File: src/rtl/edge_frame_writer.sv
// Packs binarised edge pixels into PACK_W-bit words and writes one frame per frame_start.
// Optional per-frame edge pixel counter is enabled by EDGE_WRITER_COUNT_EN.
module edge_frame_writer #(
    parameter int H_ACTIVE = 640,
    parameter int V_ACTIVE = 480,
    parameter int PACK_W   = 8,
    parameter int ADDR_W   = 16
) (
    input  logic              clk,
    input  logic              rst,
    input  logic              frame_start,
    input  logic [11:0]       datain,
    input  logic              datain_en,
    output logic              wr_en,
    output logic [ADDR_W-1:0] wr_addr,
    output logic [PACK_W-1:0] wr_data,
    output logic              frame_done,
    output logic              frame_abort,
    output logic [19:0]       edge_count
);

    localparam int XW = (H_ACTIVE > 1) ? $clog2(H_ACTIVE) : 1;
    localparam int YW = (V_ACTIVE > 1) ? $clog2(V_ACTIVE) : 1;
    localparam int BW = (PACK_W > 1) ? $clog2(PACK_W) : 1;
    localparam logic [XW-1:0] X_LAST = XW'(H_ACTIVE - 1);
    localparam logic [YW-1:0] Y_LAST = YW'(V_ACTIVE - 1);
    localparam logic [BW-1:0] B_LAST = BW'(PACK_W - 1);

    typedef enum logic {IDLE, RUN} state_t;

    state_t state_q, state_d;

    logic [BW-1:0]     bit_cnt, bc;
    logic [XW-1:0]     x, xc;
    logic [YW-1:0]     y, yc;
    logic [ADDR_W-1:0] word_addr, wa;
    logic [PACK_W-1:0] pack, pk, pack_next;
    logic              run, pix, acc, last_px, restart;
    logic              word_done, frame_last;

    // A frame_start that coincides with the final pixel closes the old frame
    // first, so only a non-final frame_start restarts the counters.
    always_comb begin
        run        = (state_q == RUN);
        pix        = |datain;
        last_px    = run && datain_en && (bit_cnt == B_LAST)
                     && (x == X_LAST) && (y == Y_LAST);
        restart    = frame_start && !last_px;
        acc        = datain_en && (run || frame_start);
        bc         = restart ? '0 : bit_cnt;
        xc         = restart ? '0 : x;
        yc         = restart ? '0 : y;
        wa         = restart ? '0 : word_addr;
        pk         = restart ? '0 : pack;
        pack_next  = pk | (PACK_W'(pix) << bc);
        word_done  = acc && (bc == B_LAST);
        frame_last = word_done && (xc == X_LAST) && (yc == Y_LAST);
    end

    always_comb begin
        state_d = state_q;
        if (frame_last) begin
            state_d = frame_start ? RUN : IDLE;
        end else if (frame_start) begin
            state_d = RUN;
        end
    end

    always_ff @(posedge clk) begin
        if (!rst) begin
            state_q     <= IDLE;
            bit_cnt     <= '0;
            x           <= '0;
            y           <= '0;
            word_addr   <= '0;
            pack        <= '0;
            wr_en       <= 1'b0;
            wr_addr     <= '0;
            wr_data     <= '0;
            frame_done  <= 1'b0;
            frame_abort <= 1'b0;
        end else begin
            state_q     <= state_d;
            wr_en       <= word_done;
            frame_done  <= frame_last;
            frame_abort <= run && restart;
            bit_cnt     <= bc;
            x           <= xc;
            y           <= yc;
            word_addr   <= wa;
            pack        <= pk;
            if (acc) begin
                if (word_done) begin
                    bit_cnt   <= '0;
                    pack      <= '0;
                    wr_addr   <= wa;
                    wr_data   <= pack_next;
                    word_addr <= frame_last ? '0 : wa + ADDR_W'(1);
                end else begin
                    bit_cnt <= bc + BW'(1);
                    pack    <= pack_next;
                end
                if (xc == X_LAST) begin
                    x <= '0;
                    y <= (yc == Y_LAST) ? '0 : yc + YW'(1);
                end else begin
                    x <= xc + XW'(1);
                end
            end
        end
    end

`ifdef EDGE_WRITER_COUNT_EN
    logic [19:0] ec_cnt, ec;

    always_comb begin
        ec = restart ? '0 : ec_cnt;
    end

    always_ff @(posedge clk) begin
        if (!rst) begin
            ec_cnt     <= '0;
            edge_count <= '0;
        end else if (frame_last) begin
            ec_cnt     <= '0;
            edge_count <= ec + 20'(pix);
        end else if (acc) begin
            ec_cnt <= ec + 20'(pix);
        end else begin
            ec_cnt <= ec;
        end
    end
`else
    assign edge_count = '0;
`endif

endmodule

File: config.mk
export PLATFORM = sky130hd
export DESIGN_NAME = edge_frame_writer
export DESIGN_NICKNAME = d
export VERILOG_FILES = /design/src/rtl/edge_frame_writer.sv
export SDC_FILE = /design/constraint.sdc
export NUM_CORES = 1
export LEC_CHECK = 0
export CORE_MARGIN = 2
export CORE_UTILIZATION = 56
export CTS_CLUSTER_DIAMETER = 60
export CTS_CLUSTER_SIZE = 24
export DETAILED_ROUTE_END_ITERATION = 8
export GPL_ROUTABILITY_DRIVEN = 0
export PLACE_DENSITY = 0.81
export SLEW_MARGIN = 0
export SYNTH_ARGS = -nofsm -noshare
export SYNTH_HDL_FRONTEND = slang
export SYNTH_SLANG_ARGS = --single-unit
File: constraint.sdc
create_clock -name clk -period 8.74 [get_ports clk]
set_input_delay 1.748 -clock clk [delete_from_list [all_inputs] [get_ports clk]]
set_output_delay 1.748 -clock clk [all_outputs]
set_load 0.1 [all_outputs]
==> flow_summary.ini <==
[outcome]
outcome = finished clean

[timing]
setup_slack_ns = 3.77
period_share_pct = 56.8
timing.final.setup_violations = 0
finalCriticalPeriod_ns = 4.97
worst_clock_skew_ns = 0.0132
hold_violations = 0
grt_setup_unrepaired = false
worst_slew_margin_rel_pct = 34.5
tns_setup_ns = 0
maximum_operating_frequency_ghz = 0.201
hold_slack_final_ns = 0.460
timing.final.max_slew_violations = 0
transition_time_of_the_tightest_slew_check_pin_ns = 0.979

[grt]
gr-usage-all-layers_pct = 22.9
vias_in_the_first_global_route = 2711
number_of_antenna_violations_at_the_first_check_in_global_routing = 0
grt_start_max_net_pins = 39
global_route_wire_length_before_repair_um = 11800
gr-total-overflow = 0

[setup_path]
worstPathMaxFanout = 35
critical_path_class = in2reg
path_cells = clkdlybuf4s50_1 -> nand4_1 -> o41ai_4 -> buf_4 -> nand2_1 -> inv_1 -> ha_1 -> o211ai_1 -> buf_4 -> or4_1 -> or4_1 -> a21oi_1
cpMaxStageDelayCell = or4_1
critical_path.endpoint_type = flip-flop
critPathBufInv = 4
timing.reg2reg.setup_slack_ns = 5.01
critical_path.startpoint_type = input port
critical-path-top-delay-family = simple AND/OR/NAND/NOR gates
cp_data_required_time_ns = 9.02
max_stage_delay_ns = 0.62
cp.arrival_ns = 5.25

[power]
p_leak_nw = 1.40
clkPwrFrac_pct = 41.6
switching_power_mw = 0.185
power.density_cell_area_nw_per_um2 = 174
intPower_mw = 0.512
comb_power_share_pct = 9.5
switching_share_pct = 26.5
power_mw = 0.696
seq_power_share_pct = 48.9
vdd_drop_max_uv = 117

[synth]
netlist.top_cell.by_area = dfxtp_1
yosys-top-cells-count = 74 x dfxtp_1, 41 x nand2_1, 36 x nand3_1, 33 x nor2_1
leading_cell_types_by_total_area_after_synthesis = dfxtp_1 44%, nand3_1 5.3%, nand2_1 4.5%, buf_4 4.4%, nor2_1 3.6%
yosys_warnings = 0
syn_area_per_cell_um2 = 8.47
synth-edff-count = 0
ys_types = 43
post-synth-top-count-cell = dfxtp_1
syn-instance-count = 401
netlist.area_leader.share_pct = 43.6
synth_area_um2 = 3390
ys_seq_area_share_pct = 43.6
ys_dominant_reg_cell = dfxtp_1
asyncSetResetFlopFracSynth_pct = 0
ys_ff_latch = 74

[route]
postRouteAntennaNets = 0
remaining_drc_errors = 0
dr_total_vias = 2936
route.detailed.wl_per_inst_um = 13.9
first_pass_iteration_count_of_the_detailed_router = 4
via_to_cell_ratio = 5.69
detail_route.iter0.violations = 168
wl_um = 7180

[floorplan]
die_w_um = 81.9
initial_utilization_pct = 57.7
io-pin-count = 63
vertical_extent_of_the_die_um = 81.9
die_area_um2 = 6700
core_area_um2 = 5890
floorplan.rows = 28

[layout]
summed_area_of_non_filler_cells_in_the_final_layout_um2 = 4000
final_nets = 457
layoutNonFillerInstCount = 516
syn2layout_area_growth_pct = 17.8
finalCoreUtilization_pct = 68.0
post_route_cells_drive_above_1_share_pct = 4.99
number_of_antenna_repair_diodes = 0

[place]
buffer_ports.inserted = 42
pre_cts_ws_ns = 3.41
placed_cells = 500
place_hpwl_um = 5000
place_area_um2 = 3780

[clock_tree]
postCtsSetupBuffers = 0
clock_latency_on_the_worst_skew_pair_ns = 0.36
ctsLongestPathBuffers = 2
cts_tree = yes
cts_buffers = 9
cts-resized-gates = 0
root_buffer = clkbuf_8
cts.htree.levels = 3
post_cts_hold_buffer_count = 0
clock-sinks = 74
clkSlewWorstSetupHoldPaths_ns = 0.08

[worst_hold_path]
hp-class = reg2reg

[flow_run]
cap_viol_max_count = 0
[per-layer routing]
metal / GRT usage (%) / vias up / share of wire (%)
li1: - / 1469 / -
met5: 0 / - / 0
met3: 4.07 / 12 / 4.3
met2: 38.9 / 77 / 50
met4: 12.3 / 0 / 2.3
met1: 27.5 / 1378 / 44
[layout make-up]
cell class	count	area, um2
clock buffers	10	128
clock inverters	6	88.8
fillers	499	1890
inverters	4	15.0
multi-input cells	302	1750
flip-flops and latches	74	1480
well taps	75	93.8
repair buffers	45	443
[cells in the final DEF, fill, tap and decap left out, types with 11 or more instances in the layout]
| cell type | n |
|---|---|
| nand2_1 | 41 |
| a21oi_1 | 20 |
| and2_1 | 14 |
| nand3_1 | 36 |
| nor2_1 | 33 |
| clkdlybuf4s50_1 | 42 |
| a21boi_0 | 15 |
| and3_1 | 11 |
| conb_1 | 20 |
| dfxtp_1 | 74 |
| xor2_1 | 12 |
| o21ai_0 | 17 |
[cells by family (layout without fill, tap and decap cells)]
| family | Yosys count | in the layout | share of synthesized area, % |
|---|---|---|---|
| AND/OR/NAND/NOR | 174 | 174 | 26.0 |
| AO/OA/AOI/OAI | 84 | 84 | 16.2 |
| flip-flops | 74 | 74 | 43.6 |
| buffers and inverters | 44 | 65 | 7.22 |
| XOR/XNOR | 18 | 18 | 4.64 |
| adder cells (fa/ha/maj) | 5 | 5 | 1.84 |
| other | 1 | 20 | 0.110 |
| multiplexers | 1 | 1 | 0.295 |
[final timing paths]
| check | from | endpoint | cells past startpoint |
|---|---|---|---|
| setup reg to reg | y[5]$_SDFF_PN0_ | word_addr[13]$_SDFF_PN0_ | 12 |
| hold reg to reg | wr_addr[4]$_SDFFE_PN0P_ | wr_addr[4]$_SDFFE_PN0P_ | 2 |
| setup / recovery | datain_en | word_addr[13]$_SDFF_PN0_ | 12 |
| hold / removal | wr_addr[4]$_SDFFE_PN0P_ | wr_addr[4]$_SDFFE_PN0P_ | 2 |
[power by group through the flow]
| stage | Clock, mW | Sequential, mW | Combinational (mW) |
|---|---|---|---|
| 3_5_place_dp | 0 | 0.348 | 0.0660 |
| 5_1_grt | 0.307 | 0.341 | 0.0702 |
| 6_report | 0.290 | 0.340 | 0.0664 |
| 2_1_floorplan | 0 | 0.349 | 0.0602 |
| 3_3_place_gp | 0 | 0.348 | 0.0655 |
| 4_1_cts | 0.294 | 0.340 | 0.0662 |
[sequential cells by signal, summed over array words and instances, names as in the netlist]
signal / flops
frame_done: 1
wr_en: 1
pack: 8
x: 10
wr_addr: 16
bit_cnt: 3
run: 1
y: 9
frame_abort: 1
word_addr: 16
wr_data: 8
[worst reg2reg max path, stage by stage, from the launching register on]
cell      delay [ns]
dfxtp_1         0.35
and4b_1         0.34
nand4_1         0.19
o41ai_4         0.46
buf_4           0.39
nand2_1         0.11
inv_1           0.06
ha_1            0.20
o211ai_1        0.11
buf_4           0.22
or4_1           0.62
or4_1           0.44
a21oi_1         0.15
No activity file was read; power rests on OpenSTA's default activity.
